**src/rtl/fetch_stage.sv**
```systemverilog
// Instruction fetch stage with IF/ID buffer, credit-limited request issue and wrong-path squashing.
// Optional static branch prediction is enabled with the IF_STATIC_PRED_EN macro.
module fetch_stage #(
  parameter logic [31:0] RESET_PC   = 32'h0000_0000,
  parameter int unsigned FIFO_DEPTH = 2
) (
  input  logic        clk,
  input  logic        rst,
  output logic        imem_req,
  output logic [31:0] imem_addr,
  input  logic        imem_ready,
  input  logic        imem_rvalid,
  input  logic [31:0] imem_rdata,
  input  logic        redirect_valid,
  input  logic [31:0] redirect_pc,
  output logic        id_valid,
  input  logic        id_ready,
  output logic [31:0] id_instr,
  output logic [31:0] id_pc,
  output logic        id_pred_taken
);

  localparam int unsigned AW = $clog2(FIFO_DEPTH);
  localparam int unsigned CW = $clog2(FIFO_DEPTH + 1);
  localparam int unsigned SW = CW + 1;
  localparam int unsigned KW = 16;
  localparam logic [SW-1:0] DEPTH_C = SW'(FIFO_DEPTH);

  logic [31:0]   pc;
  logic [31:0]   buf_instr [FIFO_DEPTH];
  logic [31:0]   buf_pc    [FIFO_DEPTH];
  logic          buf_pred  [FIFO_DEPTH];
  logic [AW-1:0] buf_rd, buf_wr;
  logic [CW-1:0] buf_cnt;

  // PCs of live (not yet squashed) requests, oldest first
  logic [31:0]   ifq_pc [FIFO_DEPTH];
  logic [AW-1:0] ifq_rd, ifq_wr;
  logic [CW-1:0] outstanding;
  logic [KW-1:0] kill_cnt;

  logic        credit, issue, pop, push, rsp_live, rsp_kill;
  logic [31:0] rsp_pc;
  logic        pred_taken;
  logic [31:0] pred_target;

  assign credit   = ({1'b0, outstanding} + {1'b0, buf_cnt}) < DEPTH_C;
  assign rsp_kill = imem_rvalid & (kill_cnt != '0);
  // outstanding==0 filters responses to requests that a reset discarded
  assign rsp_live = imem_rvalid & (kill_cnt == '0) & (outstanding != '0);
  assign rsp_pc   = ifq_pc[ifq_rd];

`ifdef IF_STATIC_PRED_EN
  logic [6:0]  opcode;
  logic        is_jal, is_bneg;
  logic [31:0] imm_j, imm_b;

  assign opcode  = imem_rdata[6:0];
  assign is_jal  = (opcode == 7'b1101111);
  assign is_bneg = (opcode == 7'b1100011) & imem_rdata[31];
  assign imm_j   = {{12{imem_rdata[31]}}, imem_rdata[19:12], imem_rdata[20],
                    imem_rdata[30:21], 1'b0};
  assign imm_b   = {{20{imem_rdata[31]}}, imem_rdata[7], imem_rdata[30:25],
                    imem_rdata[11:8], 1'b0};
  assign pred_taken  = rsp_live & (is_jal | is_bneg);
  assign pred_target = (rsp_pc + (is_jal ? imm_j : imm_b)) & ~32'h3;
`else
  assign pred_taken  = 1'b0;
  assign pred_target = 32'h0;
`endif

  assign imem_req      = !rst & !redirect_valid & !pred_taken & credit;
  assign imem_addr     = pc;
  assign issue         = imem_req & imem_ready;
  assign push          = rsp_live & !redirect_valid;
  assign id_valid      = !rst & (buf_cnt != '0);
  assign id_instr      = buf_instr[buf_rd];
  assign id_pc         = buf_pc[buf_rd];
  assign id_pred_taken = id_valid & buf_pred[buf_rd];
  assign pop           = id_valid & id_ready;

  always_ff @(posedge clk) begin
    if (rst) begin
      pc          <= RESET_PC & ~32'h3;
      buf_rd      <= '0;
      buf_wr      <= '0;
      buf_cnt     <= '0;
      ifq_rd      <= '0;
      ifq_wr      <= '0;
      outstanding <= '0;
      kill_cnt    <= '0;
    end else if (redirect_valid) begin
      // every live request still in flight becomes a response to squash
      pc          <= redirect_pc & ~32'h3;
      buf_rd      <= '0;
      buf_wr      <= '0;
      buf_cnt     <= '0;
      ifq_rd      <= '0;
      ifq_wr      <= '0;
      outstanding <= '0;
      kill_cnt    <= kill_cnt + KW'(outstanding) - KW'(rsp_live | rsp_kill);
    end else begin
      if (pred_taken)
        pc <= pred_target;
      else if (issue)
        pc <= pc + 32'd4;

      if (issue)    ifq_wr <= ifq_wr + AW'(1);
      if (rsp_live) ifq_rd <= ifq_rd + AW'(1);

      if (pred_taken) begin
        outstanding <= '0;
        kill_cnt    <= KW'(outstanding) - KW'(1);
        ifq_rd      <= '0;
        ifq_wr      <= '0;
      end else begin
        outstanding <= outstanding + CW'(issue) - CW'(rsp_live);
        if (rsp_kill) kill_cnt <= kill_cnt - KW'(1);
      end

      if (push) buf_wr <= buf_wr + AW'(1);
      if (pop)  buf_rd <= buf_rd + AW'(1);
      buf_cnt <= buf_cnt + CW'(push) - CW'(pop);
    end
  end

  always_ff @(posedge clk) begin
    if (!rst && push) begin
      buf_instr[buf_wr] <= imem_rdata;
      buf_pc[buf_wr]    <= rsp_pc;
      buf_pred[buf_wr]  <= pred_taken;
    end
    if (issue) ifq_pc[ifq_wr] <= pc;
  end

endmodule

```
**config.mk**
```make
export PLATFORM = sky130hd
export DESIGN_NAME = fetch_stage
export DESIGN_NICKNAME = d
export VERILOG_FILES = /design/src/rtl/fetch_stage.sv
export SDC_FILE = /design/constraint.sdc
export NUM_CORES = 1
export LEC_CHECK = 0
export BUFFER_PORTS_ARGS = -buffer_cell sky130_fd_sc_hd__buf_2
export CORE_MARGIN = 3
export CORE_UTILIZATION = 57
export CTS_CLUSTER_DIAMETER = 80
export DETAILED_ROUTE_END_ITERATION = 6
export PLACE_DENSITY = 0.8
export REMOVE_ABC_BUFFERS = 1
export SYNTH_ARGS = -nofsm -noshare
export SYNTH_HDL_FRONTEND = slang
export SYNTH_SLANG_ARGS = --single-unit
```
**constraint.sdc**
```tcl
create_clock -name clk -period 4.95 [get_ports clk]
set_input_delay 0.2475 -clock clk [delete_from_list [all_inputs] [get_ports clk]]
set_output_delay 0.2475 -clock clk [all_outputs]
set_load 0.02 [all_outputs]
```
### After elaboration in Yosys (flattened, before gate mapping)

Memory sizes are Yosys's and may differ from the RTL's. A register that Yosys moved wholly into a read port is not among the register bits.
Cells that the tools add are included.
Widths: inputs -> output; s select.

| word-level totals | value |
|---|---|
| bits in writable memories | 192 |
| bits in read-only memories | 0 |
| memories | 3 |
| bits in latches | 0 |
| logic and storage cells | 61 |
| output and inout bits | 99 |
| register bits after elaboration | 56 |

Memory list:

| memory | words | bits a word | rd ports | clocked after Yosys merged registers in | write ports | line | text |
|---|---|---|---|---|---|---|---|
| buf_instr | 2 | 32 | 1 | 1 | 1 | 30 | `logic [31:0] buf_instr [FIFO_DEPTH];` |
| buf_pc | 2 | 32 | 1 | 1 | 1 | 31 | `logic [31:0] buf_pc [FIFO_DEPTH];` |
| ifq_pc | 2 | 32 | 1 | 1 | 1 | 37 | `logic [31:0] ifq_pc [FIFO_DEPTH];` |

| cells by class | value |
|---|---|
| mux-type cells | 14 |
| divide/modulo/power cells | 0 |
| shifts and indexed selects | 0 |
| add/sub/neg operators | 13 |
| $mul | 0 |
| equal/unequal tests | 0 |
| bitwise operators | 11 |
| reductions and logical operators | 10 |
| magnitude comparators | 1 |

Operators by type and width:

| cell | count |
|---|---|
| $mux 32 | 2 |
| $add 32x3->32 const B | 1 |
| $mux 16 | 2 |
| $add 16x2->16 | 1 |
| $logic_not 16->1 | 1 |
| $reduce_bool 16->1 | 1 |
| $sub 16x1->16 | 1 |
| $sub 16x1->16 const B | 1 |
| $mux 1 | 10 |
| $and 1x1->1 | 9 |
| $reduce_bool 2->1 | 4 |
| $add 1x1->1 const B | 4 |
| $add 2x1->2 | 2 |
| $sub 2x1->2 | 2 |
| $add 2x2->3 | 1 |
| $lt 3x2->1 const B | 1 |
| $logic_not 1->1 | 2 |
| $reduce_or 2->1 | 1 |
| $and 1x1->1 const B | 1 |
| $logic_and 1x1->1 | 1 |
| $or 1x1->1 | 1 |

### Depth between registers and ports, before layout

| logic depth | value |
|---|---|
| depth in word-level cells | 7 |
| depth in mapped cells | 16 |
| gate-level depth less buffers | 16 |

### Worst setup path after synthesis

OpenSTA, ideal clock, no wires.

| timing path | value |
|---|---|
| path kind | register -> register |
| start point | register kill_cnt[8] |
| end point | memory buf_instr[0][0], enable pin |
| data arrival time | 3.981 ns |
| path slack | 0.486 ns |
| setup time | 0.482 ns |
| cell stages (with the launch flop) | 7 |
| period minus slack after synthesis | 4.464 ns |
| data required time | 4.468 ns |
| cell sequence | dfxtp_1 > inv_1 > ha_1 > nand4_1 > nor3_1 > nand2_1 > nor2_1 |

| on the way | value |
|---|---|
| cells in the longest elaborated chain, start to end | 7 |

Ends and longest elaborated chain:

| element | line | text |
|---|---|---|
| start, declared | 40 | `logic [KW-1:0] kill_cnt;` |
| start signal, assigned | 101 | `kill_cnt <= kill_cnt + KW'(outstanding) - KW'(rsp_live \| rsp_kill);` |
| start signal, assigned | 113 | `kill_cnt <= KW'(outstanding) - KW'(1);` |
| start signal, assigned | 118 | `if (rsp_kill) kill_cnt <= kill_cnt - KW'(1);` |
| $logic_not 16->1 | 50 | `assign rsp_live = imem_rvalid & (kill_cnt == '0) & (outstanding != '0);` |
| $and 1x1->1 (2 in series) | 50 |  |
| $and 1x1->1 | 75 | `assign push = rsp_live & !redirect_valid;` |
| $logic_and 1x1->1 | 128 | `if (!rst && push) begin` |
| $mux 1 | 128 |  |
| $mux 1 | n/a |  |
| end, declared | 30 |  |

No other way between the ends.

### Worst setup path after layout

| timing path | value |
|---|---|
| start point | register kill_cnt[11] |
| end point | register kill_cnt[10] |

| on the way | value |
|---|---|
| cells in the longest elaborated chain, start to end | 6 |

Ends and longest elaborated chain:

| element | line | text |
|---|---|---|
| $logic_not 16->1 | 50 |  |
| $and 1x1->1 (2 in series) | 50 |  |
| $or 1x1->1 | 101 |  |
| $sub 16x1->16 | 101 |  |
| $mux 16 | 92 | `end else if (redirect_valid) begin` |

Parallel ways exist; a longest one is shown, timed or not.
A chain may end at the register's enable or synchronous reset.

==> reports/metrics.csv <==
stage,metric,value,unit
placement,post-place instance area,11860,um2
final_layout,Final Cell Area,13010,um2
placement,Placed Cells,1203,
logic_synthesis,Syn Std Cell Area,10830,um2
logic_synthesis,"flops & latches, synth",240,
logic_synthesis,cell count after synthesis,835,
clocking,CTS buffer count,25,
setup_path,R2R Path Start,kill_cnt[11]$_SDFFE_PP0P_,
job,MaxCap Viol Count,0,
global_route,met1 usage,29.02,%
setup_path,max incr delay on CP,550,ps
sta,fin crit period,4128,ps
placement,routability cong.,0.8991,
final_layout,area occupied by multi-input gates,3891,um2
sta,max_slew headroom,15.32,%
logic_synthesis,Synth area leader,edfxtp_1,
clocking,post_cts resized,0,
final_layout,filler cell count in the final layout,1204,
global_route,GRT Resource Usage Total,22.48,%
sta,Final Cycle Share,83.40,%
drt,drt pass-1 iters,7,
final_layout,layout cell share with drive strength beyond 1,30.14,%
sta,Least-Margin Pin Slew,1259,ps
setup_path,Worst Path Arrival,4480,ps
global_route,GR Util met3,3.161,%
floorplanning,die area,20690,um2
status,status,"complete, no violations",
setup_path,Slowest cell on crit path,o21ai_1,
logic_synthesis,"count leader, synth",edfxtp_1,
final_layout,final net count,1152,
sta,Setup Viol. Count Final,0,
logic_synthesis,post-synth top area share,51.03,%
global_route,GRT overflow,0,
drt,routed len/inst,18.61,um
pwr,worst vdd ir,0.4185,mV
pwr,Power Density,416.7,nW/um2
clocking,clock tree from TritonCTS,built,
drt,Vias,7318,
hold_path,hold path endpoint,imem_addr[29]$_SDFFE_PP0P_,
clocking,clock root cell,clkbuf_16,
final_layout,Non-Filler Instances,1287,
global_route,GRT busiest layer,met2,
final_layout,Sequential cell area,6648,um2
floorplanning,Starting Density,59.07,%
logic_synthesis,number of enable flip-flop cells after synthesis,184,
floorplanning,Rows,49,
drt,WL final,23960,um
logic_synthesis,Cell variety after synth,64,
setup_path,critical-path cell list,inv_1 > ha_1 > nand4_1 > o21ai_1 > nand2_1 > ha_1 > inv_1 > ha_1 > inv_1 > fa_1 > nor2b_1 > o211ai_1 > a211oi_1 > mux2_2 > a31oi_1 > a211oi_1,
sta,setup total negative slack,0,ps
clocking,TritonCTS Sinks,240,
sta,Slew Limit Fails,0,
clocking,Post-CTS Setup Bufs,0,
logic_synthesis,synth top area cells,"edfxtp_1 (51%), dfxtp_1 (10%), mux2_2 (9.8%)",
pwr,Pwr Total,5.423,mW
clocking,H-tree depth,1,
hold_path,Hold Crit Start,redirect_pc[29],
floorplanning,die height,143.8,um
setup_path,crit path capture type,flip-flop,
clocking,Clock Path Buffers,3,
setup_path,critical path class,reg2reg,
sta,unrepaired setup endpoints after global routing,no,
setup_path,worst endpoint required time,5300,ps
clocking,worst skew pair latency,500,ps
setup_path,reg2reg setup slack,820,ps
drt,mean number of vias per cell,5.686,
setup_path,CP max FO,8,
global_route,largest net degree at the start of global routing,63,
floorplanning,Die Wd,143.8,um
hold_path,HP Class,in2reg,
logic_synthesis,Ys Warns,0,
setup_path,startpoint types,flip-flop,
hold_path,Min-Delay Path Depth,3,
global_route,global-route wire length before repair,37090,um
global_route,initial antenna violation count,0,
logic_synthesis,"Top FF cell, synth",edfxtp_1,
drt,initial DRC count,556,
setup_path,R2R cell count,16,
logic_synthesis,register area share after synthesis,61.38,%
drt,# DRC,0,
global_route,vias in the first global route,7206,
setup_path,FF-to-FF End,kill_cnt[10]$_SDFFE_PP0P_,
logic_synthesis,average size of a mapped cell,12.97,um2
final_layout,Area growth syn-to-layout,20.18,%
sta,Final Hold Fails,0,
clocking,"CTS clk-pin slew, worst paths",60,ps
logic_synthesis,asr flop ratio synth,0,%
placement,Detail Placement HPWL,15370,um
floorplanning,core area,18330,um2
floorplanning,IO Pins,169,
sta,Final Skew,9.058,ps
pwr,leakage,4.849,nW
placement,I/O Buffers,161,
global_route,global routing usage on met2,39.27,%
logic_synthesis,synth cell count leaders,"edfxtp_1 (184), mux2_2 (94), nor2_1 (67)",
sta,max frequency,242.2,MHz
drt,"antenna viol nets, final",0,
==> power breakdown <==
part	internal (mW)	total, mW	switching (mW)
clock network	1.03	1.75	0.725
registers	2.24	2.31	0.0669
logic	0.596	1.37	0.769
==> routing by layer <==
metal  wire [um]  up-vias
li1            -     3503
met1        9790     3495
met2       11860      268
met3        1663       52
met4         640        0
met5           0        -
==> sequential cells by signal, indices dropped and copies added, names as in the netlist, named ones only <==
name         cells
buf_instr       64
buf_pc          60
ifq_pc          60
imem_addr       30
kill_cnt        16
buf_cnt          2
outstanding      2
buf_rd           1
buf_wr           1
ifq_rd           1
ifq_wr           1
==> cell families after synthesis <==
| family | count (synthesis) | share of synthesized area (%) |
|---|---|---|
| AO/OA/AOI/OAI | 128 | 7.523 |
| XOR/XNOR | 34 | 2.750 |
| adder cells (fa/ha/maj) | 45 | 5.339 |
| buffers and inverters | 78 | 2.923 |
| flip-flops | 240 | 61.38 |
| multiplexers | 97 | 10.05 |
| other | 1 | 0.03463 |
| AND/OR/NAND/NOR | 212 | 9.995 |
==> final cells by class <==
| class | instances | area share [%] |
|---|---|---|
| Multi-Input combinational cell | 521 | 29.90 |
| Timing Repair Buffer | 207 | 9.538 |
| Clock buffer | 32 | 5.240 |
| Inverter | 42 | 1.212 |
| Clock inverter | 13 | 0.7596 |
| Antenna cell | 3 | 0.05769 |
| Sequential cell | 240 | 51.09 |
| Tap cell | 229 | 2.202 |
==> worst max-delay path, delay by kind of cell, from the launching register on <==
kind	cells	cell delay, ps
AOI/OAI and AO/OA	5	1460
adders and majority gates	4	1060
buffers and inverters	3	260
DFF	1	310
muxes	1	390
and+or+nand+nor	3	490
==> how the worst max path moves through the flow <==
| stage | startpoint | to | slack [ps] |
|---|---|---|---|
| after floorplan | kill_cnt[8]$_SDFFE_PP0P_ | buf_instr[0][0]$_DFFE_PP_ | 490 |
| after global placement | kill_cnt[11]$_SDFFE_PP0P_ | kill_cnt[10]$_SDFFE_PP0P_ | 890 |
| after detailed placement | kill_cnt[10]$_SDFFE_PP0P_ | kill_cnt[10]$_SDFFE_PP0P_ | 850 |
| after CTS | kill_cnt[10]$_SDFFE_PP0P_ | kill_cnt[10]$_SDFFE_PP0P_ | 800 |
| after global routing | kill_cnt[8]$_SDFFE_PP0P_ | kill_cnt[10]$_SDFFE_PP0P_ | 520 |
| final | kill_cnt[11]$_SDFFE_PP0P_ | kill_cnt[10]$_SDFFE_PP0P_ | 820 |
==> through the flow <==
| stage | hold WS, ps | util, % | setup WS (ps) |
|---|---|---|---|
| floorplan | 316.6 | - | 486.2 |
| global placement | 434.7 | 64.72 | 891.4 |
| detailed placement | 439.1 | 64.72 | 849.6 |
| CTS | 0.1856 | 70.94 | 803.1 |
| global route | 12.47 | 70.94 | 518.9 |
| finish | 14.08 | 70.98 | 821.6 |
==> cells in the final DEF, fill, tap and decap left out, types with 5 or more instances in the layout <==
cell type	instances
edfxtp_1	184
buf_2	161
mux2_2	94
nor2_1	65
dfxtp_1	55
a21oi_1	46
nand2_1	43
ha_1	43
inv_1	40
dlygate4sd3_1	36
xnor2_1	30
clkbuf_16	25
o21ai_0	22
nor3_1	14
nand3_1	13
a211oi_1	13
nand4_1	12
a31oi_1	10
buf_4	10
nor4_1	9
and2_1	8
and3_1	7
or2_2	6
a32oi_1	5
a221oi_1	5
nor2b_1	5
clkinv_1	5
conb_1	5
==> what timing repair did <==
| action | in CTS | in global routing |
|---|---|---|
| hold buffers | 36 | 0 |
| hold endpoints to repair | 68 | 0 |
| endpoints found under the setup margin | 0 | 0 |
(Power assumes the default switching activity.)
